===== src/rtl/mu0_pkg.sv =====
// Shared definitions for the MU0 control unit: opcodes, ARM-ish sub-ops,
// state encoding and indices into the one-hot decoded-opcode vector.
package mu0_pkg;

  localparam logic [3:0] OPC_LDA = 4'h0;
  localparam logic [3:0] OPC_STA = 4'h1;
  localparam logic [3:0] OPC_ADD = 4'h2;
  localparam logic [3:0] OPC_SUB = 4'h3;
  localparam logic [3:0] OPC_JMP = 4'h4;
  localparam logic [3:0] OPC_JMI = 4'h5;
  localparam logic [3:0] OPC_JEQ = 4'h6;
  localparam logic [3:0] OPC_STP = 4'h7;
  localparam logic [3:0] OPC_LDI = 4'h8;
  localparam logic [3:0] OPC_SKC = 4'h9;
  localparam logic [3:0] OPC_LSR = 4'hA;
  localparam logic [3:0] OPC_ASR = 4'hB;

  localparam logic [2:0] ARM_ADD = 3'b000;
  localparam logic [2:0] ARM_SUB = 3'b001;
  localparam logic [2:0] ARM_MOV = 3'b010;
  localparam logic [2:0] ARM_XSR = 3'b011;

  localparam logic [1:0] ST_FETCH = 2'd0;
  localparam logic [1:0] ST_EXEC1 = 2'd1;
  localparam logic [1:0] ST_EXEC2 = 2'd2;
  localparam logic [1:0] ST_HALT  = 2'd3;

  // Indices 0..11 match the opcode value so the decoder can generate them.
  localparam int OP_LDA     = 0;
  localparam int OP_STA     = 1;
  localparam int OP_ADD     = 2;
  localparam int OP_SUB     = 3;
  localparam int OP_JMP     = 4;
  localparam int OP_JMI     = 5;
  localparam int OP_JEQ     = 6;
  localparam int OP_STP     = 7;
  localparam int OP_LDI     = 8;
  localparam int OP_SKC     = 9;
  localparam int OP_LSR     = 10;
  localparam int OP_ASR     = 11;
  localparam int OP_ARM_ADD = 12;
  localparam int OP_ARM_SUB = 13;
  localparam int OP_ARM_MOV = 14;
  localparam int OP_ARM_XSR = 15;
  localparam int OP_UNDEF   = 16;
  localparam int NUM_OPS    = 17;

  function automatic logic is_two_cycle(input logic [NUM_OPS-1:0] ops);
    return ops[OP_LDA] | ops[OP_ADD] | ops[OP_SUB];
  endfunction

  function automatic logic is_shift(input logic [NUM_OPS-1:0] ops);
    return ops[OP_LSR] | ops[OP_ASR];
  endfunction

endpackage


===== src/rtl/mu0_opdecode.sv =====
// Combinational instruction decoder: IR -> one-hot opcode vector, including
// the ARM-ish sub-op space (opcodes C-F, sub-op in IR[6:4]).
module mu0_opdecode
  import mu0_pkg::*;
#(
  parameter int DATA_W = 16
) (
  input  logic [DATA_W-1:0]  ir,
  output logic [NUM_OPS-1:0] ops
);

  logic [3:0] opcode;
  logic [2:0] arm_sub;
  logic       arm_space;
  logic       unused_ir;

  assign opcode    = ir[DATA_W-1 -: 4];
  assign arm_sub   = ir[6:4];
  assign arm_space = opcode[3] & opcode[2];
  assign unused_ir = ^{ir[DATA_W-5:7], ir[3:0]};

  genvar gi;
  generate
    for (gi = 0; gi < 12; gi++) begin : g_base
      assign ops[gi] = (opcode == 4'(gi));
    end
    for (gi = 0; gi < 4; gi++) begin : g_arm
      assign ops[OP_ARM_ADD + gi] = arm_space & (arm_sub == 3'(gi));
    end
  endgenerate

  assign ops[OP_UNDEF] = arm_space & arm_sub[2];

endmodule


===== src/rtl/mu0_sequencer.sv =====
// MU0 control unit: phase state register, skip-next flag and multi-cycle
// shift counter, with all datapath controls decoded combinationally.
module mu0_sequencer
  import mu0_pkg::*;
#(
  parameter int DATA_W      = 16,
  parameter int SHIFT_CNT_W = 4,
  parameter int HALT_ON_STP = 1
) (
  input  logic              CLOCK,
  input  logic              RESET,
  input  logic [DATA_W-1:0] IR,
  input  logic              EQ,
  input  logic              MI,
  output logic              FETCH,
  output logic              EXEC1,
  output logic              EXEC2,
  output logic              HALTED,
  output logic              IR_EN,
  output logic              EXTRA,
  output logic              Wren,
  output logic              MUX1,
  output logic              MUX3,
  output logic              MUX3_useAllBits,
  output logic              PC_sload,
  output logic              PC_cnt_en,
  output logic              ACC_EN,
  output logic              ACC_LOAD,
  output logic              ACC_SHIFTIN,
  output logic              ADDSUB,
  output logic              SKIP_PEND,
  output logic              SHIFT_BUSY
);

  logic [1:0]             state_reg, state_next;
  logic                   skip_reg, skip_next;
  logic [SHIFT_CNT_W-1:0] cnt_reg, cnt_next;

  logic [NUM_OPS-1:0]     ops;
  logic [SHIFT_CNT_W-1:0] shift_field;
  logic [SHIFT_CNT_W-1:0] shift_n;
  logic [SHIFT_CNT_W:0]   cnt_plus1;
  logic                   shift_last;
  logic                   two_cycle;
  logic                   shifting;
  logic                   nop_like;
  logic                   skc_hit;
  logic                   halt_on_stp;

  mu0_opdecode #(.DATA_W(DATA_W)) u_opdecode (
    .ir  (IR),
    .ops (ops)
  );

  assign shift_field = IR[SHIFT_CNT_W-1:0];
  assign shift_n     = (shift_field == '0) ? SHIFT_CNT_W'(1) : shift_field;
  assign cnt_plus1   = {1'b0, cnt_reg} + (SHIFT_CNT_W+1)'(1);
  // Last shift cycle once this cycle completes the n-th step.
  assign shift_last  = (cnt_plus1 >= {1'b0, shift_n});
  assign two_cycle   = is_two_cycle(ops);
  assign shifting    = is_shift(ops);
  assign nop_like    = |ops[OP_UNDEF:OP_ARM_ADD];
  assign skc_hit     = (IR[0] & EQ) | (IR[1] & MI);
  assign halt_on_stp = (HALT_ON_STP != 0);

  always_comb begin
    state_next = state_reg;
    skip_next  = skip_reg;
    cnt_next   = cnt_reg;
    case (state_reg)
      ST_FETCH: begin
        state_next = ST_EXEC1;
        cnt_next   = '0;
      end
      ST_EXEC1: begin
        cnt_next   = cnt_plus1[SHIFT_CNT_W-1:0];
        state_next = ST_FETCH;
        if (skip_reg) begin
          skip_next = 1'b0;
        end else if (two_cycle) begin
          state_next = ST_EXEC2;
        end else if (shifting && !shift_last) begin
          state_next = ST_EXEC1;
        end else if (ops[OP_STP] && halt_on_stp) begin
          state_next = ST_HALT;
        end else if (ops[OP_SKC] && skc_hit) begin
          skip_next = 1'b1;
        end
      end
      ST_EXEC2: state_next = ST_FETCH;
      default:  state_next = ST_HALT;
    endcase
  end

  always_ff @(posedge CLOCK) begin
    if (RESET) begin
      state_reg <= ST_FETCH;
      skip_reg  <= 1'b0;
      cnt_reg   <= '0;
    end else begin
      state_reg <= state_next;
      skip_reg  <= skip_next;
      cnt_reg   <= cnt_next;
    end
  end

  always_comb begin
    FETCH           = 1'b0;
    EXEC1           = 1'b0;
    EXEC2           = 1'b0;
    HALTED          = 1'b0;
    IR_EN           = 1'b0;
    EXTRA           = 1'b0;
    Wren            = 1'b0;
    MUX1            = 1'b0;
    MUX3            = 1'b0;
    MUX3_useAllBits = 1'b0;
    PC_sload        = 1'b0;
    PC_cnt_en       = 1'b0;
    ACC_EN          = 1'b0;
    ACC_LOAD        = 1'b0;
    ACC_SHIFTIN     = 1'b0;
    ADDSUB          = 1'b0;
    SHIFT_BUSY      = 1'b0;
    SKIP_PEND       = skip_reg;
    case (state_reg)
      ST_FETCH: begin
        FETCH = 1'b1;
        IR_EN = 1'b1;
      end
      ST_EXEC1: begin
        EXEC1 = 1'b1;
        // A skipped instruction only advances the PC.
        if (skip_reg) begin
          PC_cnt_en = 1'b1;
        end else if (two_cycle) begin
          MUX1  = 1'b1;
          EXTRA = 1'b1;
        end else if (ops[OP_STA]) begin
          MUX1      = 1'b1;
          Wren      = 1'b1;
          PC_cnt_en = 1'b1;
        end else if (ops[OP_LDI]) begin
          MUX3      = 1'b1;
          ACC_EN    = 1'b1;
          ACC_LOAD  = 1'b1;
          PC_cnt_en = 1'b1;
        end else if (ops[OP_JMP]) begin
          PC_sload = 1'b1;
        end else if (ops[OP_JMI]) begin
          PC_sload  = MI;
          PC_cnt_en = !MI;
        end else if (ops[OP_JEQ]) begin
          PC_sload  = EQ;
          PC_cnt_en = !EQ;
        end else if (ops[OP_STP]) begin
          PC_cnt_en = !halt_on_stp;
        end else if (shifting) begin
          ACC_EN          = 1'b1;
          MUX3_useAllBits = 1'b1;
          ACC_SHIFTIN     = ops[OP_ASR] & MI;
          PC_cnt_en       = shift_last;
          SHIFT_BUSY      = !shift_last;
        end else if (ops[OP_SKC] || nop_like) begin
          PC_cnt_en = 1'b1;
        end
      end
      ST_EXEC2: begin
        EXEC2           = 1'b1;
        ACC_EN          = 1'b1;
        ACC_LOAD        = 1'b1;
        PC_cnt_en       = 1'b1;
        ADDSUB          = ops[OP_ADD];
        MUX3            = ops[OP_LDA];
        MUX3_useAllBits = ops[OP_LDA];
      end
      default: begin
        HALTED    = 1'b1;
        SKIP_PEND = 1'b0;
      end
    endcase
  end

endmodule

===== config.mk =====
export PLATFORM = sky130hd
export DESIGN_NAME = mu0_sequencer
export DESIGN_NICKNAME = d
export VERILOG_FILES = /design/src/rtl/mu0_pkg.sv /design/src/rtl/mu0_opdecode.sv /design/src/rtl/mu0_sequencer.sv
export SDC_FILE = /design/constraint.sdc
export NUM_CORES = 1
export LEC_CHECK = 0
export ABC_AREA = 1
export CAP_MARGIN = 0
export CORE_ASPECT_RATIO = 1.1
export CORE_MARGIN = 2
export CORE_UTILIZATION = 35
export CTS_CLUSTER_SIZE = 25
export DETAILED_ROUTE_END_ITERATION = 8
export PLACE_DENSITY = 0.82
export SYNTH_ARGS = -nofsm -noshare
export SYNTH_HDL_FRONTEND = slang
export SYNTH_SLANG_ARGS = --single-unit

===== constraint.sdc =====
create_clock -name CLOCK -period 3.6 [get_ports CLOCK]
set_input_delay 0.36 -clock CLOCK [delete_from_list [all_inputs] [get_ports CLOCK]]
set_output_delay 0.36 -clock CLOCK [all_outputs]
set_load 0.05 [all_outputs]

==> out/results.tsv <==
stage	metric	value	unit
worst_setup_path	worstPathMaxFanout	2	
worst_setup_path	end_kind	output port	
worst_setup_path	rrSetupSlack	1.79	ns
synthesis	async_reset_ff_share	0	%
drt	wl_met1	885	um
drt	drt_wl_total	1974	um
synthesis	synth_area_leaders	dfxtp_1 19%, ha_1 16%, nand2_1 15%	
worst_setup_path	critical_path_arrival	2.78	ns
timing	fin_ws	0.4582	ns
worst_setup_path	r2r-start	cnt_reg[0]	
timing	fin_crit_sh	87.27	%
drt	wl_met3	80	um
drt	drc	0	
timing	hold_viol	0	
worst_setup_path	worstPathCellList	clkdlybuf4s50_1 > inv_1 > a31o_2 > ha_1 > inv_1 > nand2_1 > nand2_1 > nand2_1 > nand2_1 > nand3_1 > nor3_1 > clkdlybuf4s50_1	
synthesis	synthTopCellsByCount	29 x nand2_1, 15 x inv_1, 12 x nor2_1	
clock_network	htreeDepth	1	
timing	rsz0062_at_grt	false	
synthesis	yosysTopAreaCellShare	19.31	%
drt	dr_wl_met2	1000	um
placed_design	dp_hpwl	1629	um
power_and_ir_drop	power_density	251.7	nW/um^2
drt	dr.max_layer_used	met4	
global_route	grt_usage	18.27	%
global_route	grt_pass1_wl	3318	um
final_layout	nets	180	
synthesis	syn_area	725.7	um^2
power_and_ir_drop	vdd_drop_max	250.8	uV
synthesis	synth-main-ff-cell	dfxtp_1	
worst_setup_path	cp_common_cell	nand2_1	
final_layout	antenna_cells	0	
worst_setup_path	reg2reg_to	state_reg[0]	
run_status	status	finished clean	
clock_network	path_clk_slew	0.05	ns
hold_path	min_path_cells	2	
floorplanning	fp.dieArea	2454	um^2
floorplanning	start_util	36.69	%
clock_network	hold_buffers	0	
timing	fin_skew	0.002720	ns
synthesis	yosys.area.top_type	dfxtp_1	
placed_design	gp_congestion	0.8105	
worst_setup_path	slowest_stage	clkdlybuf4s50_1	
global_route	grt_pass1_vias	854	
synthesis	synth-warning-count	0	
global_route	grt_max_degree	9	
timing	timing.hold.ws	0.5013	ns
worst_setup_path	path_depth	12	
synthesis	ys_ff_latch	7	
global_route	antenna_found_initial	0	
worst_setup_path	slowest_delay	0.85	ns
timing	maxSlewHeadroom	66.46	%
drt	ant_nets	0	
synthesis	ys_types	22	
final_layout	post_route_cells_drive_above_1_share	10.00	%
drt	num_vias	858	
hold_path	hold_path.class	register to register	
floorplanning	die_h	51.76	um
clock_network	tritoncts	built	
worst_setup_path	crit_path_start_kind	input pin	
worst_setup_path	cp_num_buf_inv	4	
drt	drt-initial-drc-count	23	
final_layout	seqCellArea	140.1	um^2
worst_setup_path	critical_path_class	input pin to output port	
power_and_ir_drop	power_leakage	0.4804	nW
final_layout	fill_cells	178	
synthesis	synthCells	118	
clock_network	root_buffer	clkbuf_4	
timing	fin_crit	3.142	ns
final_layout	area_growth	47.07	%
placed_design	portBuffers	29	
timing	max_freq	318.3	MHz
floorplanning	core	1978	um^2
clock_network	cts_made_buffers	3	
clock_network	cts_resized	0	
drt	wire_per_inst	11.09	um
worst_setup_path	rr_worst_depth	10	
global_route	grt-ovfl-total	0	
timing	tightest_slew	0.5016	ns
synthesis	syn_area_per_cell	6.150	um^2
clock_network	clock-sinks	7	
placed_design	place_ws	0.4975	ns
drt	vias_per_cell	4.820	
worst_setup_path	crit_required	3.24	ns
drt	drt-pass1-iter-count	4	
final_layout	largest_register_ffs	4	
floorplanning	io_pins	38	
final_layout	multi_input_area	503.0	um^2
synthesis	ys_seq_area_share	19.31	%
timing	drv_slew	0	
job	maxCapViolations	0	
timing	setup_violations	0	
synthesis	synth-edff-count	0	
worst_setup_path	setup.worst_path.end	SHIFT_BUSY	
clock_network	postCtsSetupRepairBufs	0	
clock_network	clk_latency	0.25	ns
clock_network	clock_path_buffers	2	
floorplanning	rows	17	
timing	setup_tns	0	ns
synthesis	syn_nets	147	
worst_setup_path	setup.worst_path.start	IR[1]	
floorplanning	fp.dieW	47.42	um
worst_setup_path	cp_top_family	buffers and inverters	
synthesis	yosysMostFrequentCell	nand2_1	
tightest hold or removal path: stages (launching register included):
cell,delay (ns)
dfxtp_1,0.33
nand2_1,0.07
a21oi_1,0.05
kinds of logic after synthesis:
family                   count (synthesis)  synth area share (%)
XOR/XNOR                                 2                 2.414
AND/OR/NAND/NOR                         61                 36.90
buffers and inverters                   21                 11.38
AO/OA/AOI/OAI                           18                 14.48
adder cells (fa/ha/maj)                  9                 15.52
flip-flops                               7                 19.31
worst min path at each step:
| stage | endpoint | start |
|---|---|---|
| floorplan | cnt_reg[1] | RESET |
| global placement | cnt_reg[1] | cnt_reg[1] |
| detailed placement | cnt_reg[1] | cnt_reg[1] |
| CTS | cnt_reg[1] | cnt_reg[1] |
| global route | cnt_reg[1] | cnt_reg[1] |
| finish | cnt_reg[1] | cnt_reg[1] |
stage by stage:
stage	instances	area, um^2	total power, mW	util, %
after floorplan	118	725.7	0.1599	-
final	178	1067	0.2687	53.95
after CTS	178	1067	0.2714	53.95
after detailed placement	174	1041	0.1995	52.62
after global routing	178	1067	0.2859	53.95
after global placement	174	1041	0.1971	52.62
metal layers:
layer,GRT usage [%],up-vias
met2,29.95,20
met1,22.20,389
met4,9.259,0
met5,0,-
met3,2.778,2
li1,-,447
area by class of cell:
class | count | area share, %
multi-input cells | 90 | 47.13
repair buffers | 29 | 26.96
flip-flops and latches | 7 | 13.13
inverters | 20 | 7.034
well taps | 28 | 3.283
clock buffers | 4 | 2.462
placed cells by master, fill, tap and decap left out:
cell type        synthesis  routed
nor4_2                   1       1
nor2_2                   3       3
xnor2_1                  1       1
dfxtp_1                  7       7
o211ai_1                 1       1
o21ai_1                  2       2
clkbuf_4                 0       3
nor3_1                   3       3
nand2_1                 29      29
clkdlybuf4s50_1          0      28
o31ai_1                  1       1
nand3_1                 11      11
nor4_1                   1       1
a21oi_2                  1       1
clkbuf_1                 0       1
ha_1                     9       9
a211oi_1                 1       1
nand4_1                  1       1
inv_1                   15      15
nor2_1                  12      12
xor2_1                   1       1
inv_2                    5       5
a31o_2                   1       1
buf_4                    1       1
a21oi_1                 11      11
report_power, final:
group          switching (mW)  internal, mW  total [mW]
Clock                  0.0271        0.0422      0.0693
Sequential            0.00375        0.0808      0.0846
Combinational          0.0739        0.0410       0.115
Total                   0.105         0.164       0.269
(Power assumes the default switching activity.)
